===== src/rtl/crc9_128_encoder_if.sv =====
`default_nettype none
// ============================================================================
//  Module      : crc9_128_encoder_if
//  Description : Data-in / codeword-out bundle for the CRC-9 encoder.
//                master = producer of data words and consumer of codewords,
//                slave  = the encoder itself.
//                  enable  : 1 = i_data is accepted this cycle
//                  i_data  : data word, [0] is the MSB, first into the CRC
//                  o_code  : registered codeword {data, crc9}
//                  o_valid : 1 = o_code holds the word accepted last edge
//  Revision    : 1.0  initial release
// ============================================================================
interface crc9_128_encoder_if #(
    parameter int DATA_W = 128
);
    localparam int CODE_W = DATA_W + 9;

    logic              enable;
    logic [0:DATA_W-1] i_data;
    logic [0:CODE_W-1] o_code;
    logic              o_valid;

    modport master (
        output enable,
        output i_data,
        input  o_code,
        input  o_valid
    );

    modport slave (
        input  enable,
        input  i_data,
        output o_code,
        output o_valid
    );
endinterface
`default_nettype wire


===== src/rtl/crc9_128_encoder.sv =====
`default_nettype none
// ============================================================================
//  Module      : crc9_128_encoder
//  Description : Systematic CRC-9 encoder, one 128-bit word per clock.
//                Registers the codeword {data, crc9}; data field first, the
//                nine check bits last (o_code[128] = x^8 ... o_code[136] = x^0).
//                CRC: remainder of M(x)*x^9 / G(x), init 0, MSB-first,
//                no reflection, no final XOR.
//  Ports       : clk     - rising-edge clock
//                reset_n - synchronous reset, asserted HIGH despite the name
//                bus     - crc9_128_encoder_if.slave (enable, i_data,
//                          o_code, o_valid)
//  Revision    : 1.0  initial release
// ============================================================================
module crc9_128_encoder #(
    parameter int         DATA_W = 128,
    parameter logic [8:0] POLY   = 9'h031   // low terms of G, x^9 implied
) (
    input  wire logic                clk,
    input  wire logic                reset_n,
    crc9_128_encoder_if.slave        bus
);

    localparam int C_CODE_W = DATA_W + 9;

    // Serial LFSR fully unrolled across the word: each step shifts the
    // remainder left and folds in the generator when the bit leaving x^8
    // differs from the incoming data bit. data[0] enters first.
    function automatic logic [8:0] f_crc9(input logic [0:DATA_W-1] data);
        logic [8:0] crc;
        logic       fb;
        crc = '0;
        for (int i = 0; i < DATA_W; i++) begin
            fb  = crc[8] ^ data[i];
            crc = {crc[7:0], 1'b0};
            if (fb) begin
                crc = crc ^ POLY;
            end
        end
        return crc;
    endfunction

    logic [8:0]          w_crc;
    logic [0:C_CODE_W-1] w_code_d;
    logic [0:C_CODE_W-1] r_code_q;
    logic                w_valid_d;
    logic                r_valid_q;

    // Next-state: an enabled cycle loads a fresh codeword; otherwise the
    // codeword is held and the valid flag drops.
    always_comb begin
        w_crc     = f_crc9(bus.i_data);
        w_code_d  = r_code_q;
        w_valid_d = 1'b0;
        if (bus.enable) begin
            w_code_d  = {bus.i_data, w_crc};
            w_valid_d = 1'b1;
        end
    end

    always_ff @(posedge clk) begin
        if (reset_n) begin
            r_code_q  <= '0;
            r_valid_q <= 1'b0;
        end else begin
            r_code_q  <= w_code_d;
            r_valid_q <= w_valid_d;
        end
    end

    assign bus.o_code  = r_code_q;
    assign bus.o_valid = r_valid_q;

endmodule
`default_nettype wire


===== src/flat_wrapper.sv =====
// flat-port wrapper written by rule: the top's interface ports become plain ports
module crc9_128_encoder_flat 
#(
    parameter int         DATA_W = 128,
    parameter logic [8:0] POLY   = 9'h031                                 
)
  (clk, reset_n, bus_enable, bus_i_data, bus_o_code, bus_o_valid);
  crc9_128_encoder_if #(.DATA_W(DATA_W)) bus_i ();
  input  wire logic clk;
  input  wire logic reset_n;
  input wire logic [$bits(bus_i.enable)-1:0] bus_enable;
  input wire logic [$bits(bus_i.i_data)-1:0] bus_i_data;
  output wire logic [$bits(bus_i.o_code)-1:0] bus_o_code;
  output wire logic [$bits(bus_i.o_valid)-1:0] bus_o_valid;
  assign bus_i.enable = bus_enable;
  assign bus_i.i_data = bus_i_data;
  assign bus_o_code = bus_i.o_code;
  assign bus_o_valid = bus_i.o_valid;
  crc9_128_encoder #(.DATA_W(DATA_W), .POLY(POLY)) u_core (.clk(clk), .reset_n(reset_n), .bus(bus_i));
endmodule

===== config.mk =====
export PLATFORM = sky130hd
export DESIGN_NAME = crc9_128_encoder_flat
export DESIGN_NICKNAME = d
export VERILOG_FILES = /design/src/rtl/crc9_128_encoder_if.sv /design/src/rtl/crc9_128_encoder.sv /design/src/flat_wrapper.sv
export SDC_FILE = /design/constraint.sdc
export NUM_CORES = 1
export LEC_CHECK = 0
export ABC_AREA = 1
export CAP_MARGIN = 30
export CORE_ASPECT_RATIO = 1.4
export CORE_MARGIN = 2
export CORE_UTILIZATION = 50
export CTS_BUF_LIST = sky130_fd_sc_hd__clkbuf_4
export CTS_CLUSTER_SIZE = 12
export DETAILED_ROUTE_END_ITERATION = 6
export GPL_TIMING_DRIVEN = 0
export PLACE_DENSITY_LB_ADDON = 0.1
export REMOVE_ABC_BUFFERS = 1
export SLEW_MARGIN = 20
export SYNTH_ARGS = -nofsm -noshare
export SYNTH_HDL_FRONTEND = slang
export SYNTH_SLANG_ARGS = --single-unit

===== constraint.sdc =====
create_clock -name clk -period 12.21 [get_ports clk]
set_input_delay 1.221 -clock clk [delete_from_list [all_inputs] [get_ports clk]]
set_output_delay 1.221 -clock clk [all_outputs]
set_load 0.005 [all_outputs]

# Yosys cells after proc, flatten, opt, wreduce, memory -nomap -nowiden
# Cells that the tools add are included.
op_classes:
  n_mux: 129
  bitwise_logic: 254
op_table:
  columns: ["operator", "n"]
  rows:
  - ["$mux 6", 128]
  - ["$not 3->3", 127]
  - ["$xor 1x1->1", 124]
  - ["$xor 1x1->1 const A", 3]
  - ["$mux 1", 1]
word_totals:
  register_bits: 138
  in_bits: 131
  elab_cells: 385

# Longest topological paths before layout
# Gate-level depths: netlist (run 1).
logic_depth:
  ltp_word: 255
  mapped_depth: 77
  depth_no_buf: 76

# Worst setup path before layout (run 1)
# OpenSTA, ideal clock, no wires.
synth_timing:
  kind: "input port to flip-flop"
  startpoint: "input port bus_i_data[125]"
  endpoint: "register u_core.r_code_q, in the netlist u_core.bus.o_code[130]"
  setup_time_ns: 0.109
  arrival_ns: 6.391
  setup_slack_ns: 5.710
  path_stages: 52
  path_cell_list: "buf_6 inv_4 nand2_2 nand2_2 nand2_1 nand2_2 xor2_2 nand2_1 inv_1 nor2_2 nand2_1 nand3_1 nand2_2 nand2_1 nand2_1 nand2_1 nand2_1 nand2_1 [... 16 more ...] nand2_1 nand2_1 xor2_2 xor2_1 or2_1 nand2_2 xor2_1 or2_1 nand2_1 xor2_1 xor2_1 inv_1 nand3_1 nand2_2 nand2_1 nand3_1 nand2_1 inv_1"
synth_between:
  elab_chain_cells: 124
  word_cells_on_any_way: 359
  classes_between: "mux (125); bitwise (234)"
synth_lines:
  columns: ["item", "line", "source"]
  rows:
  - ["start: declaration", "flat_wrapper.sv:12", "input wire logic [$bits(bus_i.i_data)-1:0] bus_i_data;"]
  - ["$xor 1x1->1 (*)", "crc9_128_encoder.sv:34", "fb = crc[8] ^ data[i];"]
  - ["$mux 6 (*)", "crc9_128_encoder.sv:36", "if (fb) begin"]
  - ["$not 3->3 (no source line) or $mux 6 (tied branches)", null, null]
  - ["$mux 6", "crc9_128_encoder.sv:36", null]
  - ["$xor 1x1->1 or $mux 6 (tied branches)", "crc9_128_encoder.sv:34, crc9_128_encoder.sv:36", null]
  - ["$mux 6 or $not 3->3 (tied branches) (3 in series)", null, null]
  - ["$mux 6 or $xor 1x1->1 (tied branches)", "crc9_128_encoder.sv:36, crc9_128_encoder.sv:34", null]
  - ["$not 3->3 (no source line) (tied with other cells)", null, null]
  - ["[... 106 more ...]", null, null]
  - ["$mux 6 (tied with other cells)", "crc9_128_encoder.sv:36", null]
  - ["$mux 6", "crc9_128_encoder.sv:36", null]
  - ["$mux 6 or $not 3->3 (tied branches)", null, null]
  - ["$mux 6", "crc9_128_encoder.sv:36", null]
  - ["$not 3->3 (no source line) or $xor 1x1->1 (tied branches)", null, null]
  - ["$mux 6", "crc9_128_encoder.sv:36", null]
  - ["$not 3->3 (no source line)", null, null]
  - ["$mux 6 (*)", "crc9_128_encoder.sv:36", null]
  - ["end signal: assignment", "crc9_128_encoder.sv:66", "r_code_q <= w_code_d;"]
  - ["end: declaration", "crc9_128_encoder.sv:45", "logic [0:C_CODE_W-1] r_code_q;"]
# Mark *: on every way between the ends. The rest lies on a longest branch, timed or not.
# A chain may end at the register's enable or synchronous reset.

# Worst setup path after layout (run 1)
layout_timing:
  startpoint: "input port bus_i_data[125]"
  endpoint: "register u_core.r_code_q, in the netlist u_core.bus.o_code[128]"
layout_between:
  elab_chain_cells: 126
  word_cells_on_any_way: 353
  classes_between: "mux (123); bitwise (230)"
layout_lines:
  columns: ["item", "line"]
  rows:
  - ["$xor 1x1->1 (*)", "crc9_128_encoder.sv:34"]
  - ["$mux 6 (*)", "crc9_128_encoder.sv:36"]
  - ["$mux 6 (3 in series)", "crc9_128_encoder.sv:36"]
  - ["$not 3->3 (no source line)", null]
  - ["$mux 6", "crc9_128_encoder.sv:36"]
  - ["$not 3->3 (no source line)", null]
  - ["$mux 6", "crc9_128_encoder.sv:36"]
  - ["$xor 1x1->1", "crc9_128_encoder.sv:34"]
  - ["[... 105 more ...]", null]
  - ["$not 3->3 (no source line)", null]
  - ["$mux 6", "crc9_128_encoder.sv:36"]
  - ["$xor 1x1->1", "crc9_128_encoder.sv:34"]
  - ["$mux 6 (4 in series)", "crc9_128_encoder.sv:36"]
  - ["$not 3->3 (no source line)", null]
  - ["$mux 6", "crc9_128_encoder.sv:36"]
  - ["$not 3->3 (no source line)", null]
  - ["$mux 6 (*)", "crc9_128_encoder.sv:36"]
# Marks and branches as above.

==> results.md, run 1 <==
- Outcome: finished clean
- CTS Buffer Depth: 2
- Total area of multi-input combinational cells: 5510 um^2
- CP Data Required Time: 12.69 ns
- GRT Overall Usage: 0.268
- Routed Wire Length: 26200 um
- CP top delay family: simple AND/OR/NAND/NOR gates
- Via density per instance: 4.97
- Clock power frac: 0.159
- Leading cell types in the layout, fill and taps excluded: sky130_fd_sc_hd__nand2_1 (382), sky130_fd_sc_hd__clkdlybuf4s50_1 (267), sky130_fd_sc_hd__inv_1 (161), sky130_fd_sc_hd__nand3_1 (161), sky130_fd_sc_hd__dfxtp_1 (138)
- Unrepaired setup endpoints after global routing: no
- CP max FO: 7
- H-tree lvl count: 4
- Final hold viol count: 0
- Total congestion overflow: 0
- Timing-limited maximum frequency: 129 MHz
- Number of global-route vias before repair: 8991
- TritonCTS clock tree: built
- Final weighted congestion of routability-driven global placement: 0.846
- Filler cells: 1638
- Hold Buf Count CTS: 0
- Worst-margin pin slew: 0.837 ns
- Y dimension of the die: 164 um
- Combinational share of power: 0.590
- Buffer and inverter count on the worst path: 5
- Worst Path Class, Setup: in -> reg
- Wirelength per Cell: 13.8 um
- Final ANT Viol Nets: 0
- Most used cell along the critical path: sky130_fd_sc_hd__nand2_1
- Clock latency on the worst-skew pair: 0.56 ns
- Total iterations of the first detailed-routing run: 5
- Sort of element at the end of the critical path: flip-flop
- Power per cell area: 165 nW/um^2
- Number of storage elements in the synthesis netlist: 138
- Cell row count: 58
- Aggregate negative setup slack: 0 ns
- Gate Count Post-Synth: 1405
- Hold WC Path Type: reg -> reg
- Sink count of the clock tree: 138
- Minimum period implied by the final worst setup slack: 7.76 ns
- Via Count: 9437
- Clk pin slew, worst setup/hold paths: 0.13 ns
- Count of pins on the block boundary: 269
- Syn avg cell area: 6.51 um^2
- 1st-iter DRT viols: 374
- Startpoint type of the worst setup path: input port
- Overall die area: 19400 um^2
- Post-layout nets: 1778
- Placeable core region: 17900 um^2
- Relative contribution of sequential cells to total power: 0.251
- Post-Route Skew: 0 ns
- Net load switching power: 0.901 mW
- Worst slack at placement: 3.92 ns
- Worst Slack Setup Final: 4.45 ns
- DRC violations left: 0
- Layout-stage area growth over the synthesis result: 34.2%
- Worst slew slack as a fraction of its limit: 0.441
- Slowest cell delay on critical path: 0.71 ns
- Number of gates resized after cts: 0
- Cell internal power dissipation: 1.12 mW
- Count of placed standard cells in the final layout, fillers left out: 1899
- Maximum vdd drop: 102 uV
- Distinct cells, synth: 29
- Share of synthesized area occupied by flip-flops and latches: 0.302
- Total placed cells including tap cells: 1868
- Total standard cell area after synthesis: 9140 um^2
- Fraction of power spent switching nets: 0.446
- Crit share post-route: 0.635
- Ys Warns: 0
- Port bufs: 268
- Die width: 118 um
- Final setup violation count: 0
- Wire length of the first global-routing pass: 41700 um
- FF-to-FF setup slack: 11.50 ns
- Most common cell after layout, fill and taps aside: sky130_fd_sc_hd__nand2_1
- Seq. cell area: 2760 um^2
- CTS Buf Count: 17
- Cell at the root of the clock tree: sky130_fd_sc_hd__clkbuf_4
- LEAKAGE: 6.03 nW
- Final standard cell utilization of the core: 0.685
- Number of violations of the max-capacitance limit: 0
- Placed cell area: 12000 um^2
- Total non-filler cell area in the finished layout: 12300 um^2
- Critical path data arrival time: 8.24 ns
- Largest net degree at the start of global routing: 128
- Cell at the slowest stage of the critical path: sky130_fd_sc_hd__clkdlybuf4s50_1
- Starting density of the core: 0.510
- Layout cells sized above 1: 0.0893
- Setup bufs post-CTS: 0
- Final max-slew violation count: 0
- Placed wire-length estimate: 20500 um
- Number of antenna violations at the first check in global routing: 1
tightest hold or removal path, stage by stage, from the launching register on:
cell	delay, ns
sky130_fd_sc_hd__dfxtp_1	0.35
sky130_fd_sc_hd__o211ai_1	0.08
sky130_fd_sc_hd__inv_1	0.05
power by group through the flow:
| stage | Combinational [mW] | Clock, mW | Sequential, mW |
|---|---|---|---|
| floorplan | 0.867 | 0 | 0.520 |
| global placement | 1.17 | 0 | 0.516 |
| detailed placement | 1.20 | 0 | 0.517 |
| CTS | 1.20 | 0.328 | 0.507 |
| global route | 1.34 | 0.345 | 0.512 |
| finish | 1.19 | 0.320 | 0.507 |
sequential cells by signal, summed over array words and instances, names as in the netlist:
| register | flops |
|---|---|
| u_core.bus.o_valid | 1 |
| u_core.bus.o_code | 137 |
cells in the mapped netlist:
cell type | count | share of area
sky130_fd_sc_hd__nand2_1 | 382 | 0.16
sky130_fd_sc_hd__inv_1 | 162 | 0.067
sky130_fd_sc_hd__nand3_1 | 161 | 0.088
sky130_fd_sc_hd__dfxtp_1 | 138 | 0.30
sky130_fd_sc_hd__o21ai_0 | 129 | 0.071
sky130_fd_sc_hd__a21oi_1 | 95 | 0.052
sky130_fd_sc_hd__nor2_1 | 82 | 0.034
sky130_fd_sc_hd__nand2_2 | 57 | 0.039
sky130_fd_sc_hd__xor2_1 | 56 | 0.054
sky130_fd_sc_hd__clkbuf_1 | 39 | 0.016
sky130_fd_sc_hd__xor2_2 | 32 | 0.057
sky130_fd_sc_hd__xnor2_1 | 17 | 0.016
sky130_fd_sc_hd__inv_2 | 13 | 0.0053
sky130_fd_sc_hd__nand3b_1 | 12 | 0.0099
sky130_fd_sc_hd__buf_1 | 4 | 0.0016
sky130_fd_sc_hd__buf_6 | 3 | 0.0037
sky130_fd_sc_hd__or2_1 | 3 | 0.0021
sky130_fd_sc_hd__xnor2_2 | 3 | 0.0053
sky130_fd_sc_hd__inv_4 | 2 | 0.0014
sky130_fd_sc_hd__nand2_4 | 2 | 0.0025
sky130_fd_sc_hd__nand3_2 | 2 | 0.0022
sky130_fd_sc_hd__o211ai_1 | 2 | 0.0016
sky130_fd_sc_hd__o21ai_1 | 2 | 0.0011
sky130_fd_sc_hd__or2_2 | 2 | 0.0014
sky130_fd_sc_hd__buf_4 | 1 | 0.00082
sky130_fd_sc_hd__nor2_2 | 1 | 0.00068
sky130_fd_sc_hd__xnor2_4 | 1 | 0.0030
sky130_fd_sc_hd__xnor3_1 | 1 | 0.0025
sky130_fd_sc_hd__xor2_4 | 1 | 0.0030
per-layer routing:
layer  part of all wire  routed length [um]  GRT usage  vias up
li1                   -                   -          -     4904
met1               0.38               10000      0.277     4259
met2               0.53               13800      0.516      228
met3              0.060                1570     0.0667       46
met4              0.030                 782      0.105        0
met5                  0                   0          0        -
final cells by class:
class                      instances  area share
antenna                            1    0.000204
multi-input combinational       1043       0.449
clock buffer                      18      0.0110
tap                              240      0.0245
sequential                       138       0.225
clock inverter                    12      0.0122
timing repair buffer             270       0.223
inverter                         177      0.0548
cells by family (layout without fill, tap and decap cells):
group,Yosys count,in the layout,synth area share
compound gates,228,228,0.125
xor+xnor,111,111,0.141
buf+inv,224,477,0.0954
flops,138,138,0.302
other cells,0,1,0
simple gates,704,704,0.336
worst paths after layout:
| path | start | cells after the start | endpoint |
|---|---|---|---|
| setup / recovery | bus_i_data[125] | 51 | u_core.bus.o_code[128]$_SDFFE_PP0P_ |
| hold / removal | u_core.bus.o_code[134]$_SDFFE_PP0P_ | 2 | u_core.bus.o_code[134]$_SDFFE_PP0P_ |
| setup reg to reg | u_core.bus.o_code[133]$_SDFFE_PP0P_ | 4 | u_core.bus.o_code[133]$_SDFFE_PP0P_ |
| hold reg to reg | u_core.bus.o_code[134]$_SDFFE_PP0P_ | 2 | u_core.bus.o_code[134]$_SDFFE_PP0P_ |
stage by stage:
step,hold slack (ns),total power [mW]
after global routing,0.530,2.20
final,0.498,2.02
after detailed placement,0.470,1.71
after global placement,0.471,1.69
after CTS,0.504,2.04
after floorplan,0.472,1.39
(Power assumes the default switching activity.)
==> run 2, diff against run 1 <==
--- a/config.mk
+++ b/config.mk
@@ -9,7 +9,7 @@
 export CAP_MARGIN = 30
 export CORE_ASPECT_RATIO = 1.4
 export CORE_MARGIN = 2
-export CORE_UTILIZATION = 50
+export CORE_UTILIZATION = 45
 export CTS_BUF_LIST = sky130_fd_sc_hd__clkbuf_4
 export CTS_CLUSTER_SIZE = 12
 export DETAILED_ROUTE_END_ITERATION = 6
==> constraint.sdc (replaced) <==
create_clock -name clk -period 7.09 [get_ports clk]
set_input_delay 0.709 -clock clk [delete_from_list [all_inputs] [get_ports clk]]
set_output_delay 0.709 -clock clk [all_outputs]
set_load 0.005 [all_outputs]
==> results.md, run 2 (synthesized netlist as in run 1, its figures left out) <==
- Count of pins on the block boundary: 269
- Startpoint type of the worst setup path: input port
- Placed wire-length estimate: 20500 um
- Cell row count: 61
- Filler cells: 1803
- End of the worst register-to-register path: u_core.bus.o_code[115]$_SDFFE_PP0P_
- Final setup violation count: 0
- Placed cell area: 12000 um^2
- Clk pin slew, worst setup/hold paths: 0.12 ns
- Largest net degree at the start of global routing: 126
- Cell count of the worst reg-to-reg path: 2
- Unrepaired setup endpoints after global routing: yes
- Power per cell area: 286 nW/um^2
- Y dimension of the die: 173 um
- Aggregate negative setup slack: 0 ns
- Crit share post-route: 0.937
- Post-layout nets: 1803
- Total congestion overflow: 0
- Starting density of the core: 0.459
- Startpoint of the lowest-slack register-to-register path: u_core.bus.o_code[115]$_SDFFE_PP0P_
- Seq. cell area: 2760 um^2
- Final max-slew violation count: 0
- Number of global-route vias before repair: 9141
- CP max FO: 4
- Most used cell along the critical path: sky130_fd_sc_hd__nand2_1
- Overall die area: 21500 um^2
- Total area of multi-input combinational cells: 5860 um^2
- Clock latency on the worst-skew pair: 0.57 ns
- Timing-limited maximum frequency: 150 MHz
- Sink count of the clock tree: 138
- CP top delay family: simple AND/OR/NAND/NOR gates
- Routed Wire Length: 27100 um
- Critical path data arrival time: 7.12 ns
- Outcome: finished clean
- LEAKAGE: 6.33 nW
- Layout cells sized above 1: 0.126
- CTS Buf Count: 17
- FF-to-FF setup slack: 6.38 ns
- Total non-filler cell area in the finished layout: 12900 um^2
- 1st-iter DRT viols: 422
- Worst Path Class, Setup: in -> reg
- Placeable core region: 19900 um^2
- Leading cell types in the layout, fill and taps excluded: sky130_fd_sc_hd__nand2_1 (370), sky130_fd_sc_hd__clkdlybuf4s50_1 (258), sky130_fd_sc_hd__inv_1 (159)
- Final hold viol count: 0
- Via density per instance: 4.92
- Number of antenna violations at the first check in global routing: 1
- Cell at the slowest stage of the critical path: sky130_fd_sc_hd__clkdlybuf4s50_1
- TritonCTS clock tree: built
- Via Count: 9529
- Final weighted congestion of routability-driven global placement: 0.824
- Hold Buf Count CTS: 0
- Worst-margin pin slew: 0.838 ns
- Number of violations of the max-capacitance limit: 0
- Sort of element at the end of the critical path: flip-flop
- CP Data Required Time: 7.57 ns
- Maximum vdd drop: 149 uV
- Final ANT Viol Nets: 0
- H-tree lvl count: 4
- Slowest cell delay on critical path: 0.48 ns
- Most common cell after layout, fill and taps aside: sky130_fd_sc_hd__nand2_1
- Cell depth of the worst min-delay path: 3
- Minimum period implied by the final worst setup slack: 6.65 ns
- Port bufs: 268
- Buffer and inverter count on the worst path: 6
- Wire length of the first global-routing pass: 43600 um
- CTS Buffer Depth: 2
- Cell at the root of the clock tree: sky130_fd_sc_hd__clkbuf_4
- Worst-case hold path end point: u_core.bus.o_code[5]$_SDFFE_PP0P_
- Total iterations of the first detailed-routing run: 5
- Layout-stage area growth over the synthesis result: 40.8%
- Final standard cell utilization of the core: 0.646
- Post-Route Skew: 0 ns
- Largest register FFs: 137
- DRC violations left: 0
- Worst slew slack as a fraction of its limit: 0.441
- Hold WC Path Type: in -> reg
- Wirelength per Cell: 14.0 um
- Origin of the worst min-delay path: bus_i_data[122]
- Die width: 124 um
- GRT Overall Usage: 0.250
==> run 2: changes by cell type in the layout (fill, tap and decap cells not counted), moves of 5 or more <==
cell,change
sky130_fd_sc_hd__buf_4,+25
sky130_fd_sc_hd__xor2_4,+11
sky130_fd_sc_hd__nand2_2,+6
sky130_fd_sc_hd__nand2_1,-12
sky130_fd_sc_hd__xor2_1,-16
sky130_fd_sc_hd__nand2_4,+6
sky130_fd_sc_hd__xor2_2,+5
sky130_fd_sc_hd__clkdlybuf4s50_1,-9
sky130_fd_sc_hd__dlymetal6s2s_1,+8
==> run 2: layout make-up <==
cell class / instances / area share
Antenna cell: 1 / 0.000194
Clock buffer: 22 / 0.0128
Clock inverter: 10 / 0.0116
Inverter: 177 / 0.0522
Multi-Input combinational cell: 1043 / 0.455
Sequential cell: 138 / 0.215
Tap cell: 252 / 0.0245
Timing Repair Buffer: 295 / 0.229
==> run 2: worst max path at each step <==
stage / start / to / slack (ns) / cells after the start
2_1_floorplan: bus_i_data[127] / u_core.bus.o_code[130]$_SDFFE_PP0P_ / 1.19 / 49
3_3_place_gp: bus_enable / u_core.bus.o_code[135]$_SDFFE_PP0P_ / -2.12 / 4
3_5_place_dp: bus_i_data[125] / u_core.bus.o_code[128]$_SDFFE_PP0P_ / -0.64 / 53
4_1_cts: bus_i_data[124] / u_core.bus.o_code[131]$_SDFFE_PP0P_ / 0.04 / 49
5_1_grt: bus_i_data[119] / u_core.bus.o_code[131]$_SDFFE_PP0P_ / -0.10 / 50
6_report: bus_i_data[119] / u_core.bus.o_code[131]$_SDFFE_PP0P_ / 0.44 / 50
==> run 2: where the power goes <==
group / internal, mW / total (mW) / leakage [nW] / switching, mW
Clock: 0.295 / 0.596 / 0.179 / 0.301
Combinational: 0.934 / 2.21 / 5.00 / 1.28
Sequential: 0.843 / 0.873 / 1.15 / 0.0302
Total: 2.07 / 3.68 / 6.33 / 1.61
==> run 2: tightest hold or removal path: stages <==
cell and delay (ns):
sky130_fd_sc_hd__dlymetal6s2s_1 0.16, sky130_fd_sc_hd__inv_2 0.09, sky130_fd_sc_hd__a21oi_1 0.06
==> run 2: timing repair <==
action	in CTS	in global routing
endpoints found under the hold margin	0	0
resized for setup	1	65
pin swaps	0	36
buffers inserted	0	25
endpoints found under the setup margin	2	8
==> run 2: metrics by stage <==
step | worst slack, ns | hold slack, ns | std cells | power, mW
final | 0.445 | 0.481 | 1938 | 3.68
after detailed placement | -0.641 | 0.470 | 1880 | 2.97
after CTS | 0.0383 | 0.502 | 1912 | 3.57
after global placement | -2.12 | 0.461 | 1878 | 2.93
after global routing | -0.104 | 0.479 | 1938 | 4.03
after floorplan | 1.19 | 0.472 | 1358 | 2.39
==> run 2: per-layer routing <==
| metal | GRT usage | vias up | wire, um |
|---|---|---|---|
| met5 | 0 | - | 0 |
| met4 | 0.0922 | 0 | 710 |
| met3 | 0.0659 | 45 | 1520 |
| met2 | 0.469 | 237 | 14400 |
| met1 | 0.265 | 4306 | 10400 |
| li1 | - | 4941 | - |
==> run 3, diff against run 2 <==
--- a/config.mk
+++ b/config.mk
@@ -6,10 +6,10 @@
 export NUM_CORES = 1
 export LEC_CHECK = 0
 export ABC_AREA = 1
-export CAP_MARGIN = 30
+export ABC_CLOCK_PERIOD_IN_PS = 7800
 export CORE_ASPECT_RATIO = 1.4
 export CORE_MARGIN = 2
-export CORE_UTILIZATION = 45
+export CORE_UTILIZATION = 50
 export CTS_BUF_LIST = sky130_fd_sc_hd__clkbuf_4
 export CTS_CLUSTER_SIZE = 12
 export DETAILED_ROUTE_END_ITERATION = 6
==> constraint.sdc (replaced) <==
create_clock -name clk -period 7.8 [get_ports clk]
set_input_delay 0.78 -clock clk [delete_from_list [all_inputs] [get_ports clk]]
set_output_delay 0.78 -clock clk [all_outputs]
set_load 0.005 [all_outputs]
==> results.md, run 3 (synthesized netlist as in run 1, its figures left out) <==
- Post-layout nets: 1780
- Cell row count: 58
- CP top delay family: simple AND/OR/NAND/NOR gates
- Timing endpoint of the critical path: u_core.bus.o_code[128]$_SDFFE_PP0P_
- Die width: 118 um
- Total non-filler cell area in the finished layout: 12300 um^2
- Placed wire-length estimate: 20500 um
- Number of antenna violations at the first check in global routing: 1
- Slowest cell delay on critical path: 0.64 ns
- Via density per instance: 4.97
- Most used cell along the critical path: sky130_fd_sc_hd__nand2_1
- Startpoint type of the worst setup path: input port
- Startpoint of the lowest-slack register-to-register path: u_core.bus.o_code[115]$_SDFFE_PP0P_
- GRT Overall Usage: 0.268
- Final weighted congestion of routability-driven global placement: 0.846
- Power per cell area: 258 nW/um^2
- Post-Route Skew: 0 ns
- Crit share post-route: 0.912
- CP max FO: 6
- Leading cell types in the layout, fill and taps excluded: sky130_fd_sc_hd__nand2_1 (382), sky130_fd_sc_hd__clkdlybuf4s50_1 (265), sky130_fd_sc_hd__inv_1 (161), sky130_fd_sc_hd__nand3_1 (161), sky130_fd_sc_hd__dfxtp_1 (138)
- Placed cell area: 12000 um^2
- Worst slew slack as a fraction of its limit: 0.435
- Critical path data arrival time: 7.59 ns
- Met2 routed WL: 13800 um
- Most common cell after layout, fill and taps aside: sky130_fd_sc_hd__nand2_1
- Via Count: 9451
- Largest net degree at the start of global routing: 128
- Hold Buf Count CTS: 0
- Routed Wire Length: 26300 um
- Sink count of the clock tree: 138
- Final ANT Viol Nets: 0
- Cell at the slowest stage of the critical path: sky130_fd_sc_hd__clkdlybuf4s50_1
- Wirelength per Cell: 13.8 um
- Buffer and inverter count on the worst path: 7
- Met1 WL: 10100 um
- Count of pins on the block boundary: 269
- Clock latency on the worst-skew pair: 0.56 ns
- Layout cells sized above 1: 0.0910
- End of the worst register-to-register path: u_core.bus.o_code[115]$_SDFFE_PP0P_
- Worst Slack Setup Final: 0.686 ns
- Unrepaired setup endpoints after global routing: no
- Worst slack at placement: -0.0504 ns
- Final setup violation count: 0
- Sort of element at the end of the critical path: flip-flop
- Clk pin slew, worst setup/hold paths: 0.13 ns
- Count of placed standard cells in the final layout, fillers left out: 1901
- 1st-iter DRT viols: 385
- Starting density of the core: 0.510
- Total placed cells including tap cells: 1868
- TritonCTS clock tree: built
- Y dimension of the die: 164 um
- Port bufs: 268
- Hold WC Path Type: reg -> reg
- LEAKAGE: 6.06 nW
- Cell count of the worst reg-to-reg path: 2
- Number of global-route vias before repair: 8991
- Maximum vdd drop: 161 uV
- Cell at the root of the clock tree: sky130_fd_sc_hd__clkbuf_4
- CP Depth: 54
- Number of violations of the max-capacitance limit: 0
- Layout-stage area growth over the synthesis result: 34.5%
- Largest register FFs: 137
- Outcome: finished clean
- Total iterations of the first detailed-routing run: 5
- DR top layer: met4
- Worst-margin pin slew: 0.846 ns
- Overall die area: 19400 um^2
- Minimum period implied by the final worst setup slack: 7.11 ns
- CTS Buf Count: 17
- DRC violations left: 0
- H-tree lvl count: 4
- CTS Buffer Depth: 2
- Worst Path Class, Setup: in -> reg
- Detailed route wirelength on metal3: 1550 um
- Wire length of the first global-routing pass: 41700 um
- Final max-slew violation count: 0
- FF-to-FF setup slack: 7.06 ns
- Worst Setup SP: bus_i_data[124]
- Total congestion overflow: 0
- Final hold viol count: 0
- Timing-limited maximum frequency: 141 MHz
- Placeable core region: 17900 um^2
- CP Data Required Time: 8.28 ns
-- run 3: repair_timing --
action / in CTS / in global routing
endpoints found under the setup margin: 0 / 6
gates resized for setup: 0 / 3
setup buffers: 0 / 2
-- run 3: routing by layer --
metal  vias to the layer above  track usage
li1                       4904            -
met1                      4251        0.277
met2                       251        0.516
met3                        45       0.0667
met4                         0        0.105
met5                         -            0
-- run 3: tightest hold or removal path, stage by stage (launching register included) --
cell	delay [ns]
sky130_fd_sc_hd__dfxtp_1	0.35
sky130_fd_sc_hd__o211ai_1	0.08
sky130_fd_sc_hd__inv_1	0.05
-- run 3: report_power, final --
group	switching, mW	internal, mW
combinational	1.11	0.771
sequential	0.0284	0.766
clock	0.279	0.221
total	1.41	1.76
-- run 3: stage by stage --
step / total power, mW / utilization / setup TNS, ns / hold WS, ns
6_report: 3.17 / 0.686 / 0 / 0.498
3_3_place_gp: 2.64 / 0.665 / -48.31 / 0.471
2_1_floorplan: 2.17 / - / 0 / 0.472
5_1_grt: 3.45 / 0.686 / 0 / 0.530
4_1_cts: 3.19 / 0.684 / 0 / 0.504
3_5_place_dp: 2.68 / 0.669 / -0.0504 / 0.470
-- run 3: how the worst min path moves through the flow --
| stage | from | end | slack (ns) | cells past startpoint |
|---|---|---|---|---|
| after CTS | u_core.bus.o_code[134]$_SDFFE_PP0P_ | u_core.bus.o_code[134]$_SDFFE_PP0P_ | 0.50 | 2 |
| after floorplan | u_core.bus.o_code[132]$_SDFFE_PP0P_ | u_core.bus.o_code[132]$_SDFFE_PP0P_ | 0.47 | 2 |
| after detailed placement | u_core.bus.o_code[134]$_SDFFE_PP0P_ | u_core.bus.o_code[134]$_SDFFE_PP0P_ | 0.47 | 2 |
| after global placement | u_core.bus.o_code[132]$_SDFFE_PP0P_ | u_core.bus.o_code[132]$_SDFFE_PP0P_ | 0.47 | 2 |
| final | u_core.bus.o_code[134]$_SDFFE_PP0P_ | u_core.bus.o_code[134]$_SDFFE_PP0P_ | 0.50 | 2 |
| after global routing | u_core.bus.o_code[134]$_SDFFE_PP0P_ | u_core.bus.o_code[134]$_SDFFE_PP0P_ | 0.53 | 2 |
-- run 3: layout make-up --
cell class | instances | area (um^2)
tap | 240 | 300
inverter | 177 | 672
fill | 1632 | 5630
multi-input combinational | 1043 | 5510
clock buffer | 18 | 135
sequential | 138 | 2760
timing repair buffer | 272 | 2760
clock inverter | 12 | 150
antenna | 1 | 2.50
